### config.mk
export PLATFORM = sky130hd
export DESIGN_NAME = data_bus_demux_flat
export DESIGN_NICKNAME = d
export VERILOG_FILES = /design/src/rtl/data_bus_demux_if.sv /design/src/rtl/data_bus_demux.sv /design/src/flat_wrapper.sv
export SDC_FILE = /design/constraint.sdc
export NUM_CORES = 1
export LEC_CHECK = 0
export ABC_AREA = 1
export BUFFER_PORTS_ARGS = -buffer_cell sky130_fd_sc_hd__buf_4
export CAP_MARGIN = 20
export CORE_UTILIZATION = 35
export DETAILED_ROUTE_END_ITERATION = 10
export HOLD_SLACK_MARGIN = 0.03
export PLACE_DENSITY = 0.63
export SLEW_MARGIN = 20
export SYNTH_ARGS = -nofsm -noshare
export SYNTH_HDL_FRONTEND = slang
export SYNTH_SLANG_ARGS = --single-unit
### constraint.sdc
create_clock -name clk -period 2.8 [get_ports clk]
set_clock_uncertainty 0.15 [all_clocks]
set_input_delay 0.42 -clock clk [delete_from_list [all_inputs] [get_ports clk]]
set_output_delay 0.42 -clock clk [all_outputs]
set_load 0.05 [all_outputs]
### src/rtl/data_bus_demux_if.sv
// data_bus_demux_if
//   Groups the source stream and the two sink streams of data_bus_demux.
//   Handshake rule for every stream here: a word transfers on a rising clk
//   edge where valid && ready are both 1. The producer holds valid and its
//   payload steady until that edge. The consumer may drive ready freely.
//   ready seen without valid has no effect.
//   Signals:
//     in_valid/in_ready/in_data/in_sel        source stream (in_sel: 0 -> port 0, 1 -> port 1)
//     out0_valid/out0_ready/out0_data         sink port 0
//     out1_valid/out1_ready/out1_data         sink port 1
//   Modports:
//     slave  : the demux itself
//     master : the environment (source + sinks)
interface data_bus_demux_if;
  logic        in_valid;
  logic        in_ready;
  logic [31:0] in_data;
  logic        in_sel;
  logic        out0_valid;
  logic        out0_ready;
  logic [31:0] out0_data;
  logic        out1_valid;
  logic        out1_ready;
  logic [31:0] out1_data;

  modport slave (
    input  in_valid, in_data, in_sel, out0_ready, out1_ready,
    output in_ready, out0_valid, out0_data, out1_valid, out1_data
  );

  modport master (
    output in_valid, in_data, in_sel, out0_ready, out1_ready,
    input  in_ready, out0_valid, out0_data, out1_valid, out1_data
  );
endinterface

### src/rtl/data_bus_demux.sv
// data_bus_demux
//   Buffered 1-to-2 demultiplexer for 32-bit words. Words from the source
//   stream go into a DEPTH-entry FIFO together with their destination bit.
//   The head word is offered to the sink its bit selects, and words leave in
//   arrival order. A stalled head blocks every later word, whichever port
//   those words are for. Per-port counters record completed sink handshakes.
//   Parameters:
//     DEPTH  FIFO entries (power of 2, >= 2)
//     CNT_W  width of cnt0/cnt1
//   Ports:
//     clk   clock, rising edge
//     rst   asynchronous reset, active-high
//     bus   data_bus_demux_if.slave (source stream + two sink streams)
//     cnt0  completed port-0 handshakes, modulo 2^CNT_W
//     cnt1  completed port-1 handshakes, modulo 2^CNT_W
module data_bus_demux #(
  parameter int DEPTH = 4,
  parameter int CNT_W = 16
) (
  input  logic               clk,
  input  logic               rst,
  data_bus_demux_if.slave    bus,
  output logic [CNT_W-1:0]   cnt0,
  output logic [CNT_W-1:0]   cnt1
);
  localparam int PTR_W = $clog2(DEPTH);
  localparam logic [PTR_W:0] FULL_CNT = (PTR_W+1)'(DEPTH);

  // Each entry is {sel, data}.
  logic [32:0]      mem [DEPTH];
  logic [PTR_W-1:0] wr_ptr;
  logic [PTR_W-1:0] rd_ptr;
  logic [PTR_W:0]   count;

  logic        push;
  logic        pop;
  logic        pop0;
  logic        pop1;
  logic        nonempty;
  logic [32:0] head;

  assign nonempty = (count != '0);
  assign head     = mem[rd_ptr];

  // in_ready depends only on registered count and rst, so it has no path
  // from the sink readies. A pop in the same cycle does not open a slot.
  assign bus.in_ready = !rst && (count != FULL_CNT);
  assign push         = bus.in_valid && bus.in_ready;

  assign bus.out0_valid = nonempty && !head[32];
  assign bus.out1_valid = nonempty &&  head[32];
  assign bus.out0_data  = bus.out0_valid ? head[31:0] : 32'h0;
  assign bus.out1_data  = bus.out1_valid ? head[31:0] : 32'h0;

  assign pop0 = bus.out0_valid && bus.out0_ready;
  assign pop1 = bus.out1_valid && bus.out1_ready;
  assign pop  = pop0 || pop1;

  // Storage needs no reset. Entries are only observed while count covers
  // them, and reset clears count.
  always_ff @(posedge clk) begin
    if (push) begin
      mem[wr_ptr] <= {bus.in_sel, bus.in_data};
    end
  end

  always_ff @(posedge clk or posedge rst) begin
    if (rst) begin
      wr_ptr <= '0;
      rd_ptr <= '0;
      count  <= '0;
    end else begin
      if (push) wr_ptr <= wr_ptr + PTR_W'(1);
      if (pop)  rd_ptr <= rd_ptr + PTR_W'(1);
      case ({push, pop})
        2'b10:   count <= count + (PTR_W+1)'(1);
        2'b01:   count <= count - (PTR_W+1)'(1);
        default: count <= count;
      endcase
    end
  end

  // The counters are free-running and wrap silently.
  always_ff @(posedge clk or posedge rst) begin
    if (rst) begin
      cnt0 <= '0;
      cnt1 <= '0;
    end else begin
      if (pop0) cnt0 <= cnt0 + CNT_W'(1);
      if (pop1) cnt1 <= cnt1 + CNT_W'(1);
    end
  end
endmodule
### src/flat_wrapper.sv
// flat-port wrapper written by rule: the top's interface ports become plain ports
module data_bus_demux_flat 
#(
  parameter int DEPTH = 4,
  parameter int CNT_W = 16
)
  (clk, rst, cnt0, cnt1, bus_in_valid, bus_in_data, bus_in_sel, bus_out0_ready, bus_out1_ready, bus_in_ready, bus_out0_valid, bus_out0_data, bus_out1_valid, bus_out1_data);
  data_bus_demux_if bus_i ();
  input  logic clk;
  input  logic rst;
  output logic [CNT_W-1:0] cnt0;
  output logic [CNT_W-1:0] cnt1;
  input wire logic [$bits(bus_i.in_valid)-1:0] bus_in_valid;
  input wire logic [$bits(bus_i.in_data)-1:0] bus_in_data;
  input wire logic [$bits(bus_i.in_sel)-1:0] bus_in_sel;
  input wire logic [$bits(bus_i.out0_ready)-1:0] bus_out0_ready;
  input wire logic [$bits(bus_i.out1_ready)-1:0] bus_out1_ready;
  output wire logic [$bits(bus_i.in_ready)-1:0] bus_in_ready;
  output wire logic [$bits(bus_i.out0_valid)-1:0] bus_out0_valid;
  output wire logic [$bits(bus_i.out0_data)-1:0] bus_out0_data;
  output wire logic [$bits(bus_i.out1_valid)-1:0] bus_out1_valid;
  output wire logic [$bits(bus_i.out1_data)-1:0] bus_out1_data;
  assign bus_i.in_valid = bus_in_valid;
  assign bus_i.in_data = bus_in_data;
  assign bus_i.in_sel = bus_in_sel;
  assign bus_i.out0_ready = bus_out0_ready;
  assign bus_i.out1_ready = bus_out1_ready;
  assign bus_in_ready = bus_i.in_ready;
  assign bus_out0_valid = bus_i.out0_valid;
  assign bus_out0_data = bus_i.out0_data;
  assign bus_out1_valid = bus_i.out1_valid;
  assign bus_out1_data = bus_i.out1_data;
  data_bus_demux #(.DEPTH(DEPTH), .CNT_W(CNT_W)) u_core (.clk(clk), .rst(rst), .bus(bus_i), .cnt0(cnt0), .cnt1(cnt1));
endmodule
Word level (Yosys, flattened, before mapping)
Memories as Yosys holds them, arrays and structs flattened.
Cells that the tools add are included.
{ "totals": {"mem_bits_rw": 132, "out_inout_bits": 99, "ff_bits": 39, "n_memories": 1, "in_bits": 38} }
{ "op_classes": {"n_addsub": 6, "mux": 5, "n_eq_ne": 3, "reduce_logical": 11} }
{ "memory_table": {"columns": ["name", "depth", "word_bits", "read_ports", "rd_ports_with_merged_regs", "wr", "line", "source"], "rows": [
  ["u_core.mem", 4, 33, 1, 0, 1, "data_bus_demux.sv:30", "logic [32:0] mem [DEPTH];"]
]} }
{ "op_table": {"columns": ["op", "count"], "rows": [
  ["$mux 32", 2],
  ["$add 16x1->16 const B", 2],
  ["$logic_and 1x1->1", 6],
  ["$pmux 3 s2", 1],
  ["$add 2x1->2 const B", 2],
  ["$add 3x1->3 const B", 1],
  ["$ne 3x3->1 const B", 1],
  ["$reduce_bool 3->1", 1],
  ["$sub 3x1->3 const B", 1],
  ["$eq 2x1->1 const B", 1],
  ["$eq 2x2->1 const B", 1],
  ["$logic_not 1->1", 2],
  ["$mux 1", 2],
  ["$reduce_bool 2->1", 1],
  ["$logic_or 1x1->1", 1]
]} }

Longest topological paths before layout
Gate-level depths: netlist of the first run.
An unclocked memory read counts as a cell.
{ "depth": {"ltp_word": 7, "depth_mapped": 13, "depth_no_buf": 12} }

Worst setup path before layout of the first run
No wires, ideal clock.
{ "synth_path": {"path_kind": "flip-flop to flip-flop", "from": "reg u_core.count[1]", "to": "mem u_core.mem[0][0], enable pin", "path_buffers": 0, "synth_period_minus_slack_ps": 3791, "t_required_ps": 2227, "arrival_ps": 3218, "path_stages_with_launch": 5, "setup_slack_ps": -991, "cell_sequence": "dfrtp_1 > inv_1 > a31oi_1 > nand2_1 > nor2_1"} }
{ "synth_between": {"elab_chain_cells": 5} }
{ "synth_rtl": {"columns": ["item", "line", "source"], "rows": [
  ["from (decl)", "data_bus_demux.sv:33", "logic [PTR_W:0] count;"],
  ["from (signal assigned)", "data_bus_demux.sv:76", "2'b10: count <= count + (PTR_W+1)'(1);"],
  ["from (signal assigned)", "data_bus_demux.sv:77", "2'b01: count <= count - (PTR_W+1)'(1);"],
  ["from (signal assigned)", "data_bus_demux.sv:78", "default: count <= count;"],
  ["$ne 3x3->1", "data_bus_demux.sv:47", "assign bus.in_ready = !rst && (count != FULL_CNT);"],
  ["$logic_and 1x1->1", "data_bus_demux.sv:47", null],
  ["via bus_in_ready", "flat_wrapper.sv:18", "output wire logic [$bits(bus_i.in_ready)-1:0] bus_in_ready;"],
  ["$logic_and 1x1->1", "data_bus_demux.sv:48", "assign push = bus.in_valid && bus.in_ready;"],
  ["$mux 1", "data_bus_demux.sv:62", "if (push) begin"],
  ["$mux 1 (not written as such)", "data_bus_demux.sv:63", "mem[wr_ptr] <= {bus.in_sel, bus.in_data};"],
  ["to (decl)", "data_bus_demux.sv:30", null]
]} }
The timed path passes the listed nets, and every way through them passes these cells.

Worst setup path in the final report of the first run
{ "layout_path": {"from": "reg u_core.rd_ptr[0]", "to": "out bus_out1_data[1]"} }
{ "layout_between": {"elab_chain_cells": 3} }
{ "layout_rtl": {"columns": ["item", "line", "source"], "rows": [
  ["from (decl)", "data_bus_demux.sv:32", "logic [PTR_W-1:0] rd_ptr;"],
  ["from (signal assigned)", "data_bus_demux.sv:74", "if (pop) rd_ptr <= rd_ptr + PTR_W'(1);"],
  ["$mem_v2 4x33 (*)", null, null],
  ["$logic_and 1x1->1", "data_bus_demux.sv:51", "assign bus.out1_valid = nonempty && head[32];"],
  ["$mux 32 (*)", "data_bus_demux.sv:53", "assign bus.out1_data = bus.out1_valid ? head[31:0] : 32'h0;"],
  ["to (decl)", "flat_wrapper.sv:22", "output wire logic [$bits(bus_i.out1_data)-1:0] bus_out1_data;"]
]} }
Mark *: on every way between the ends. The rest lies on a longest branch, timed or not.

==> impl_results.md, run 1 <==
- Outcome: finished, final reports clean
- Endpoint class of the critical path: output pin
- Skew-Pair Late Insertion Delay: 0.42 ns
- Die width: 149 um
- Gpl congestion: 0.825
- Crit start category: flip-flop
- Fmax: 0.388 GHz
- Slew Viols, Final: 0
- Clock Sinks: 171
- Number of global-route vias before repair: 5265
- Routed len/inst: 15.1 um
- Synth Cell Area: 0.00759 sq mm
- Fin crit period: 2.57 ns
- Synthesized net count: 771
- Fin cells: 1166
- Pin count of the biggest net entering global routing: 39
- Cells after Synth: 725
- Hold path cells: 1
- Antenna Cells: 0
- Antenna-violating nets left: 0
- First-pass GRT wire length: 27700 um
- Slew @ Worst Pin: 0.721 ns
- Iter 0 DRT Violations: 244
- Vias: 5591
- Slew headroom: 51.9%
- Initial Util: 35.9%
- CTS root buf: clkbuf_16
- Routed Wire Length: 17600 um
- Area share of the largest cell type after synthesis: 52.2%
- Number of max-cap violations: 0
- Share of layout cells above drive strength 1: 22.6%
- Reg2Reg Depth: 11
- Pre-antenna DRT Iters: 4
- DRC viols: 0
- Buffers on Ports: 136
- Top-level I/O count: 137
- Multi-input gate area: 0.00237 sq mm
- GRT Total Usage: 16.4%
- Register area share after synthesis: 65.1%
- Die Area: 0.0223 sq mm
- TritonCTS clock tree: yes
- Initial antenna violation count: 0
- RSZ-0062 raised after global routing: no
- Total gr overflow: 0
- Clock Pin Slew Worst Setup and Hold Paths: 0.07 ns
- Setup Viol. Count Final: 0
- Synth unique cells: 25
- Layout area overhead: 28.1%
- Crit path kind: flip-flop to output pin
- Storage cell area: 0.00494 sq mm
- Clock Tree Buf Depth: 2
- Worst-path fanout max: 38
- Hold Fails Final Rpt: 0
- Final core utilization: 46.0%
- Post-DP HPWL: 11500 um
- Post-route setup TNS: 0 ns
- CTS Buf Count: 17
- Filler Cell Count: 1976
- Top cells by area, synth: edfxtp_1 (52%), dfrtp_1 (13%), nor2_1 (8.2%), nand2_1 (6.4%), o21ai_0 (5.6%)
- Placed cells: 1124
- Leading area contributor after synthesis: edfxtp_1
- Post-CTS setup buffer count: 0
- Yosys warns: 0
- HP Class: input port to flip-flop
- CP required: 2.23 ns
- Die Y: 149 um
- Site Rows: 53
- Final critical-path share of the clock period: 91.9%
- Most common cell after layout, fill and taps aside: nor2_1
- Core area: 0.0212 sq mm
- Most frequent cells in the layout: nor2_1 (160), buf_4 (151), edfxtp_1 (132), nand2_1 (129), o21ai_0 (85)
- Arrival @ worst endpoint: 2.00 ns
- Synthesized area per cell: 10.5 sq um
- Vias per std cell: 4.80
- Htree depth: 4
- Nets: 924
- Post-synthesis register bit count: 171
-- synthesized netlist by cell type --
| cell type | number |
|---|---|
| nor2_1 | 165 |
| xor2_1 | 11 |
| inv_1 | 41 |
| nand4_1 | 12 |
| fa_1 | 1 |
| ha_1 | 7 |
| nand3_4 | 1 |
| buf_6 | 1 |
| clkbuf_1 | 13 |
| buf_4 | 2 |
| buf_2 | 16 |
| a21oi_1 | 2 |
| o21ai_0 | 85 |
| o21ai_1 | 2 |
| nand3_2 | 3 |
| o22a_1 | 32 |
| nand3_1 | 20 |
| nand2_1 | 129 |
| edfxtp_1 | 132 |
| inv_2 | 1 |
| inv_4 | 1 |
| a31oi_1 | 1 |
| nand2_2 | 1 |
| dfrtp_1 | 39 |
| xnor2_1 | 7 |
-- through the flow --
step	hold WS, ns	worst slack, ns	instance area [sq um]
floorplan	0.287	0.170	7620
global placement	0.303	0.509	9020
detailed placement	0.309	0.429	9030
CTS	0.0301	0.100	9710
global route	0.0359	0.0367	9720
finish	0.0477	0.226	9720
-- path summary, 6_finish.rpt --
path | slack, ns | from | end
hold reg to reg | 0.31 | u_core.count[0] | u_core.count[0]
hold / removal | 0.05 | bus_in_data[16] | u_core.mem[1][16]
setup reg to reg | 0.43 | u_core.rd_ptr[1] | u_core.count[2]
max in group asynchronous | 1.49 | rst | u_core.cnt0[7]
min in group asynchronous | 0.47 | rst | u_core.count[2]
setup / recovery | 0.23 | u_core.rd_ptr[0] | bus_out1_data[1]
-- per-layer routing --
| layer | GRT usage (%) | wire length (um) | vias to the layer above |
|---|---|---|---|
| met3 | 3.12 | 744 | 22 |
| li1 | - | - | 2782 |
| met2 | 28.0 | 8900 | 126 |
| met1 | 20.7 | 7670 | 2661 |
| met4 | 5.92 | 261 | 0 |
| met5 | 0 | 0 | - |
-- registers in the layout, indices dropped and copies added (netlist names) --
signal / flops
u_core.mem: 132
u_core.cnt0: 16
u_core.cnt1: 16
u_core.count: 3
u_core.rd_ptr: 2
u_core.wr_ptr: 2
-- cell type report --
type	instances	share of cell area, %
clock inverters	14	1.63
clock buffers	18	4.41
multi-input cells	479	24.4
flip-flops and latches	171	50.8
repair buffers	166	13.5
well taps	275	3.54
inverters	43	1.69
-- kinds of logic after synthesis --
group | Yosys count | share of synthesized area (%)
adders and majority gates | 8 | 1.42
and+or+nand+nor | 331 | 17.6
AOI/OAI and AO/OA | 122 | 9.65
DFF | 171 | 65.1
buffers and inverters | 75 | 4.20
xor gates and xnor gates | 18 | 2.08
-- what timing repair did --
action                                  4_1_cts  5_1_grt
gates resized for setup                       0        2
hold buffers                                 10        0
endpoints found under the setup margin        0       27
endpoints found under the hold margin        44        0
-- worst max-delay path: stages, from the launching register on --
cell	delay [ns]
dfrtp_2	0.43
inv_2	0.17
buf_6	0.31
nor2_1	0.07
o22a_1	0.27
nor2_1	0.10
buf_4	0.20
Power of run 1 is not shown: default switching activity piles up to over one toggle a cycle in this logic, so the estimate is an artifact.
==> run 2, diff against run 1 <==
--- a/config.mk
+++ b/config.mk
@@ -8,10 +8,10 @@
 export ABC_AREA = 1
 export BUFFER_PORTS_ARGS = -buffer_cell sky130_fd_sc_hd__buf_4
 export CAP_MARGIN = 20
-export CORE_UTILIZATION = 35
+export CORE_UTILIZATION = 30
+export CTS_CLUSTER_SIZE = 25
 export DETAILED_ROUTE_END_ITERATION = 10
 export HOLD_SLACK_MARGIN = 0.03
-export PLACE_DENSITY = 0.63
 export SLEW_MARGIN = 20
 export SYNTH_ARGS = -nofsm -noshare
 export SYNTH_HDL_FRONTEND = slang
==> run 2 against run 1 <==
  * Maximum frequency decreased by 2.0%
  * Cell area is 0.84% higher
  * Critical path depth stayed put
  * Hold slack worse by 0.011 ns
  * Worst setup slack got worse by 0.053 ns
  * Critical path type unchanged
  * Largest cell class unchanged
==> impl_results.md, run 2 (same netlist as run 1, synthesis figures left out) <==
- Outcome: finished, final reports clean
- Die Y: 161 um (+7.9%)
- Fin cells: 1222 (+4.8%)
- First-pass GRT wire length: 28600 um (+3.0%)
- Crit start category: flip-flop
- Post-DP HPWL: 12100 um (+5.5%)
- Slew headroom: 70.5% (+19 points)
- Total gr overflow: 0 (unchanged)
- Placed cells: 1177 (+4.7%)
- Top-level I/O count: 137 (unchanged)
- Multi-input gate area: 0.00237 sq mm (-0.11%)
- CP startpoint: u_core.rd_ptr[0]
- R2r endpoint: u_core.count[2]
- Most frequent cells in the layout: nor2_1 (161), buf_4 (158), edfxtp_1 (132), nand2_1 (129), o21ai_0 (85)
- Fin crit period: 2.63 ns (+0.0528 ns)
- Antenna-violating nets left: 0 (unchanged)
- Clock Pin Slew Worst Setup and Hold Paths: 0.07 ns (about the same)
- Most common cell after layout, fill and taps aside: nor2_1
- HP Class: input port to flip-flop
- GRT Total Usage: 14.4% (-2.0 points)
- Layout area overhead: 29.2%
- Endpoint class of the critical path: output pin
- Slew Viols, Final: 0 (unchanged)
- Final core utilization: 40.0% (-6.0 points)
- Buffers on Ports: 136 (unchanged)
- Worst-path fanout max: 21 (-45%)
- Storage cell area: 0.00494 sq mm (unchanged)
- Hold Fails Final Rpt: 0 (unchanged)
- Site Rows: 57 (+7.5%)
- Arrival @ worst endpoint: 2.06 ns (+0.06 ns)
- Filler Cell Count: 2426 (+23%)
- Post-route setup TNS: 0 ns (unchanged)
- Skew-Pair Late Insertion Delay: 0.43 ns (about the same)
- Die width: 161 um (+7.9%)
- Crit path kind: flip-flop to output pin
- Initial antenna violation count: 1 (+1)
- Pin count of the biggest net entering global routing: 39 (unchanged)
- Setup Viol. Count Final: 0 (unchanged)
- CP required: 2.23 ns (about the same)
- Nets: 930 (+0.65%)
- Fmax: 0.381 GHz (-2.0%)
- Largest register by flop count: u_core.mem
- CTS root buf: clkbuf_16
- TritonCTS clock tree: yes
- Gpl congestion: 0.796 (-3.6%)
- Slew @ Worst Pin: 0.442 ns (-0.279 ns)
- R2R setup slack: 0.43 ns (about the same)
- RSZ-0062 raised after global routing: no
- Htree depth: 4 (unchanged)
- Share of layout cells above drive strength 1: 22.6% (+0.072 points)
- Setup crit end: bus_out0_data[29]
- Die Area: 0.0259 sq mm (+16%)
- Clock Sinks: 171 (unchanged)
- Reg2Reg Depth: 11 (unchanged)
- Core area: 0.0245 sq mm (+16%)
- Number of max-cap violations: 0 (unchanged)
- Iter 0 DRT Violations: 427 (+75%)
- Max reg flops: 132 (unchanged)
- Final critical-path share of the clock period: 93.8% (+1.9 points)
- Vias: 5613 (+0.39%)
- Top Registers: u_core.mem x132, u_core.cnt0 x16, u_core.cnt1 x16
- Routed Wire Length: 18100 um (+3.1%)
- DRC viols: 0 (unchanged)
- Number of global-route vias before repair: 5408 (+2.7%)
- Post-CTS setup buffer count: 0 (unchanged)
- RR Startpoint: u_core.rd_ptr[0]
- CTS Buf Count: 17 (unchanged)
- Pre-antenna DRT Iters: 5 (+1)
- Vias per std cell: 4.59 (-4.2%)
- Initial Util: 30.9% (-4.9 points)
- Routed len/inst: 14.8 um (-1.6%)
- Clock Tree Buf Depth: 2 (unchanged)
==> run 2: changes by cell type in the layout (fill, tap and decap cells not counted), sizes merged <==
cell | before | now
diode | 0 | 1
clkinvlp | 3 | 0
buf | 156 | 160
clkbuf | 18 | 19
inv | 49 | 50
dlygate4sd3 | 10 | 12
clkinv | 3 | 4
==> run 2: worst min path at each step <==
stage               startpoint                 to  slack, ns  cells past startpoint
2_1_floorplan  u_core.count[0]    u_core.count[0]       0.29                      1
3_3_place_gp               rst    u_core.count[1]       0.27                      2
3_5_place_dp               rst    u_core.count[0]       0.26                      2
4_1_cts        bus_in_data[31]  u_core.mem[0][31]       0.03                      1
5_1_grt         bus_in_data[2]   u_core.mem[1][2]       0.03                      1
6_report        bus_in_data[1]   u_core.mem[2][1]       0.04                      1
==> run 2: what timing repair did <==
item,4_1_cts,5_1_grt
setup endpoints to repair,0,14
endpoints found under the hold margin,21,17
gates resized for setup,0,1
hold buffers,6,6
==> run 2: area by class of cell <==
cell class	instances	share of cell area, %
tap	324	4.14
multi-input combinational	479	24.1
timing repair buffer	172	13.6
inverter	43	1.67
clock buffer	19	4.42
clock inverter	13	1.57
sequential	171	50.4
antenna	1	0.0255
==> run 2: per-layer routing <==
| metal | vias to the layer above | GRT usage, % | share of wire (%) |
|---|---|---|---|
| met5 | - | 0 | 0 |
| met4 | 0 | 4.46 | 1.0 |
| met3 | 14 | 3.47 | 5.6 |
| met2 | 127 | 24.4 | 49 |
| met1 | 2688 | 18.1 | 44 |
| li1 | 2784 | - | - |
==> run 2: critical path: stages (launching register included) <==
cell and delay, ns:
dfrtp_2 0.43, inv_2 0.21, buf_4 0.31, nor2_1 0.07, o22a_1 0.22, nor2_1 0.15, buf_4 0.23
==> run 2: metrics by stage <==
stage	instance area (sq um)	hold slack, ns	worst slack (ns)
2_1_floorplan	7620	0.287	0.170
3_5_place_dp	9090	0.264	0.440
6_report	9800	0.0370	0.173
3_3_place_gp	9090	0.266	0.463
4_1_cts	9740	0.0300	0.0690
5_1_grt	9800	0.0314	0.0286
Power of run 2 is left out for the same reason.
==> run 3, diff against run 2 <==
--- a/config.mk
+++ b/config.mk
@@ -12,6 +12,7 @@
 export CTS_CLUSTER_SIZE = 25
 export DETAILED_ROUTE_END_ITERATION = 10
 export HOLD_SLACK_MARGIN = 0.03
+export PLACE_DENSITY = 0.57
 export SLEW_MARGIN = 20
 export SYNTH_ARGS = -nofsm -noshare
 export SYNTH_HDL_FRONTEND = slang
==> run 3 against run 2 <==
  * Cell area rose by 2.6%
  * Die area did not move
  * Utilization grew 1.0 points
  * Register-to-register slack better by 0.10 ns
==> impl_results.md, run 3 (same netlist as run 1, synthesis figures left out) <==
- Htree depth: 4 (unchanged)
- Core area: 0.0245 sq mm (unchanged)
- Fmax: 0.384 GHz (+0.79%)
- Post-route setup TNS: 0 ns (unchanged)
- Top Registers: u_core.mem x132, u_core.cnt0 x16, u_core.cnt1 x16
- Site Rows: 57 (unchanged)
- Slew headroom: 48.9% (-22 points)
- Worst min-delay path endpoint: u_core.mem[0][27]
- Top Layer Used: met4
- Reg2Reg Depth: 11 (unchanged)
- Worst-path fanout max: 29 (+38%)
- Buffers on Ports: 136 (unchanged)
- Antenna-violating nets left: 0 (unchanged)
- Met3 WL: 782 um (-22%)
- Top-level I/O count: 137 (unchanged)
- Routed len/inst: 14.5 um (-2.3%)
- Hold path cells: 1 (unchanged)
- Routed Wire Length: 17900 um (-1.1%)
- Clock Sinks: 171 (unchanged)
- Die Y: 161 um (unchanged)
- CP required: 2.23 ns (about the same)
- Most frequent cells in the layout: nor2_1 (160), buf_4 (152), edfxtp_1 (132), nand2_1 (129), o21ai_0 (85)
- TritonCTS clock tree: yes
- Slew @ Worst Pin: 0.765 ns (+0.323 ns)
- CTS root buf: clkbuf_16
- Vias per std cell: 4.57 (-0.47%)
- Vias: 5655 (+0.75%)
- Nets: 946 (+1.7%)
- Crit path kind: flip-flop to output pin
- Endpoint class of the critical path: output pin
- R2R setup slack: 0.53 ns (+0.10 ns)
- Initial antenna violation count: 0 (-1)
- Slowest-stage cell, CP: dfrtp_1
- Pre-antenna DRT Iters: 5 (unchanged)
- HP Class: input port to flip-flop
- Largest stage delay, worst path: 0.48 ns (+0.05 ns)
- CP startpoint: u_core.rd_ptr[1]
- Iter 0 DRT Violations: 352 (-18%)
- Critical Path Most Common Cell: buf_4
- Total gr overflow: 0 (unchanged)
- Slew Viols, Final: 0 (unchanged)
- Met1 WL: 8470 um (+5.0%)
- Filler Cell Count: 2359 (-2.8%)
- Hold Crit Start: bus_in_data[27]
- Largest register by flop count: u_core.mem
- Outcome: finished, final reports clean
- Clock Pin Slew Worst Setup and Hold Paths: 0.08 ns (about the same)
- Final critical-path share of the clock period: 93.1% (-0.73 points)
- RSZ-0062 raised after global routing: no
- Hold Fails Final Rpt: 0 (unchanged)
- CTS Buf Count: 17 (unchanged)
- Crit start category: flip-flop
- Most common cell after layout, fill and taps aside: nor2_1
- Clock Tree Buf Depth: 2 (unchanged)
- Multi-input gate area: 0.00237 sq mm (+0.11%)
- Storage cell area: 0.00494 sq mm (unchanged)
- DRC viols: 0 (unchanged)
- Pin count of the biggest net entering global routing: 64 (+64%)
- Layout area overhead: 32.5%
- RR Startpoint: u_core.rd_ptr[1]
- Max reg flops: 132 (unchanged)
- Share of layout cells above drive strength 1: 22.1% (-0.51 points)
- Skew-Pair Late Insertion Delay: 0.44 ns (about the same)
- Die width: 161 um (unchanged)
- WL met2: 8480 um (-4.4%)
- Die Area: 0.0259 sq mm (unchanged)
- GRT Total Usage: 14.2% (-0.19 points)
- Arrival @ worst endpoint: 2.04 ns (-0.02 ns)
- Initial Util: 30.9% (unchanged)
- First-pass GRT wire length: 28200 um (-1.4%)
- Gpl congestion: 0.807 (+1.3%)
- Antenna Cells: 0 (-1)
- R2r endpoint: u_core.count[2]
- Worst-path cell chain: buf_4, o21ai_0, o22a_1, nor2_1, buf_4
- Post-DP HPWL: 11600 um (-4.2%)
- Fin crit period: 2.61 ns (-0.0205 ns)
- Number of max-cap violations: 0 (unchanged)
- Setup Viol. Count Final: 0 (unchanged)
- Number of global-route vias before repair: 5331 (-1.4%)
## run 3: how the worst max path moves through the flow
stage                   endpoint  slack [ns]
6_report        bus_out1_data[4]        0.19
3_5_place_dp   bus_out0_data[26]        0.49
5_1_grt         bus_out1_data[7]        0.03
3_3_place_gp   bus_out0_data[26]        0.50
4_1_cts        bus_out0_data[26]        0.01
2_1_floorplan   u_core.mem[0][0]        0.17
## run 3: critical path, delay by kind of cell (launching register included)
kind                   cells  cell delay [ns]
flip-flops                 1             0.48
AO/OA/AOI/OAI              2             0.42
AND/OR/NAND/NOR            1             0.09
buffers and inverters      2             0.58
## run 3: per-layer routing
layer | vias up | track usage, %
li1 | 2824 | -
met1 | 2682 | 19.2
met2 | 133 | 22.8
met3 | 16 | 3.00
met4 | 0 | 4.12
met5 | - | 0
## run 3: layout make-up
| type | count | share of cell area [%] |
|---|---|---|
| tap | 324 | 4.03 |
| inverter | 43 | 1.63 |
| clock inverter | 15 | 2.24 |
| multi-input combinational | 479 | 23.6 |
| sequential | 171 | 49.1 |
| timing repair buffer | 188 | 15.2 |
| clock buffer | 17 | 4.23 |
## run 3: timing repair
item | in CTS | in global routing
hold endpoints to repair | 124 | 9
setup buffers | 0 | 0
endpoints found under the setup margin | 0 | 63
resized for setup | 0 | 2
hold buffers | 29 | 3
## run 3: per-stage QoR
step	hold WS [ns]	util, %	std cells	instance area [sq um]	setup WS, ns
after global placement	0.304	37.0	1173	9070	0.495
after global routing	0.0378	41.0	1237	10100	0.0257
after detailed placement	0.306	37.0	1173	9070	0.488
after floorplan	0.287	-	725	7620	0.170
after CTS	0.0302	40.8	1234	10000	0.0149
final	0.0433	41.0	1237	10100	0.193
Power of run 3 is left out for the same reason.
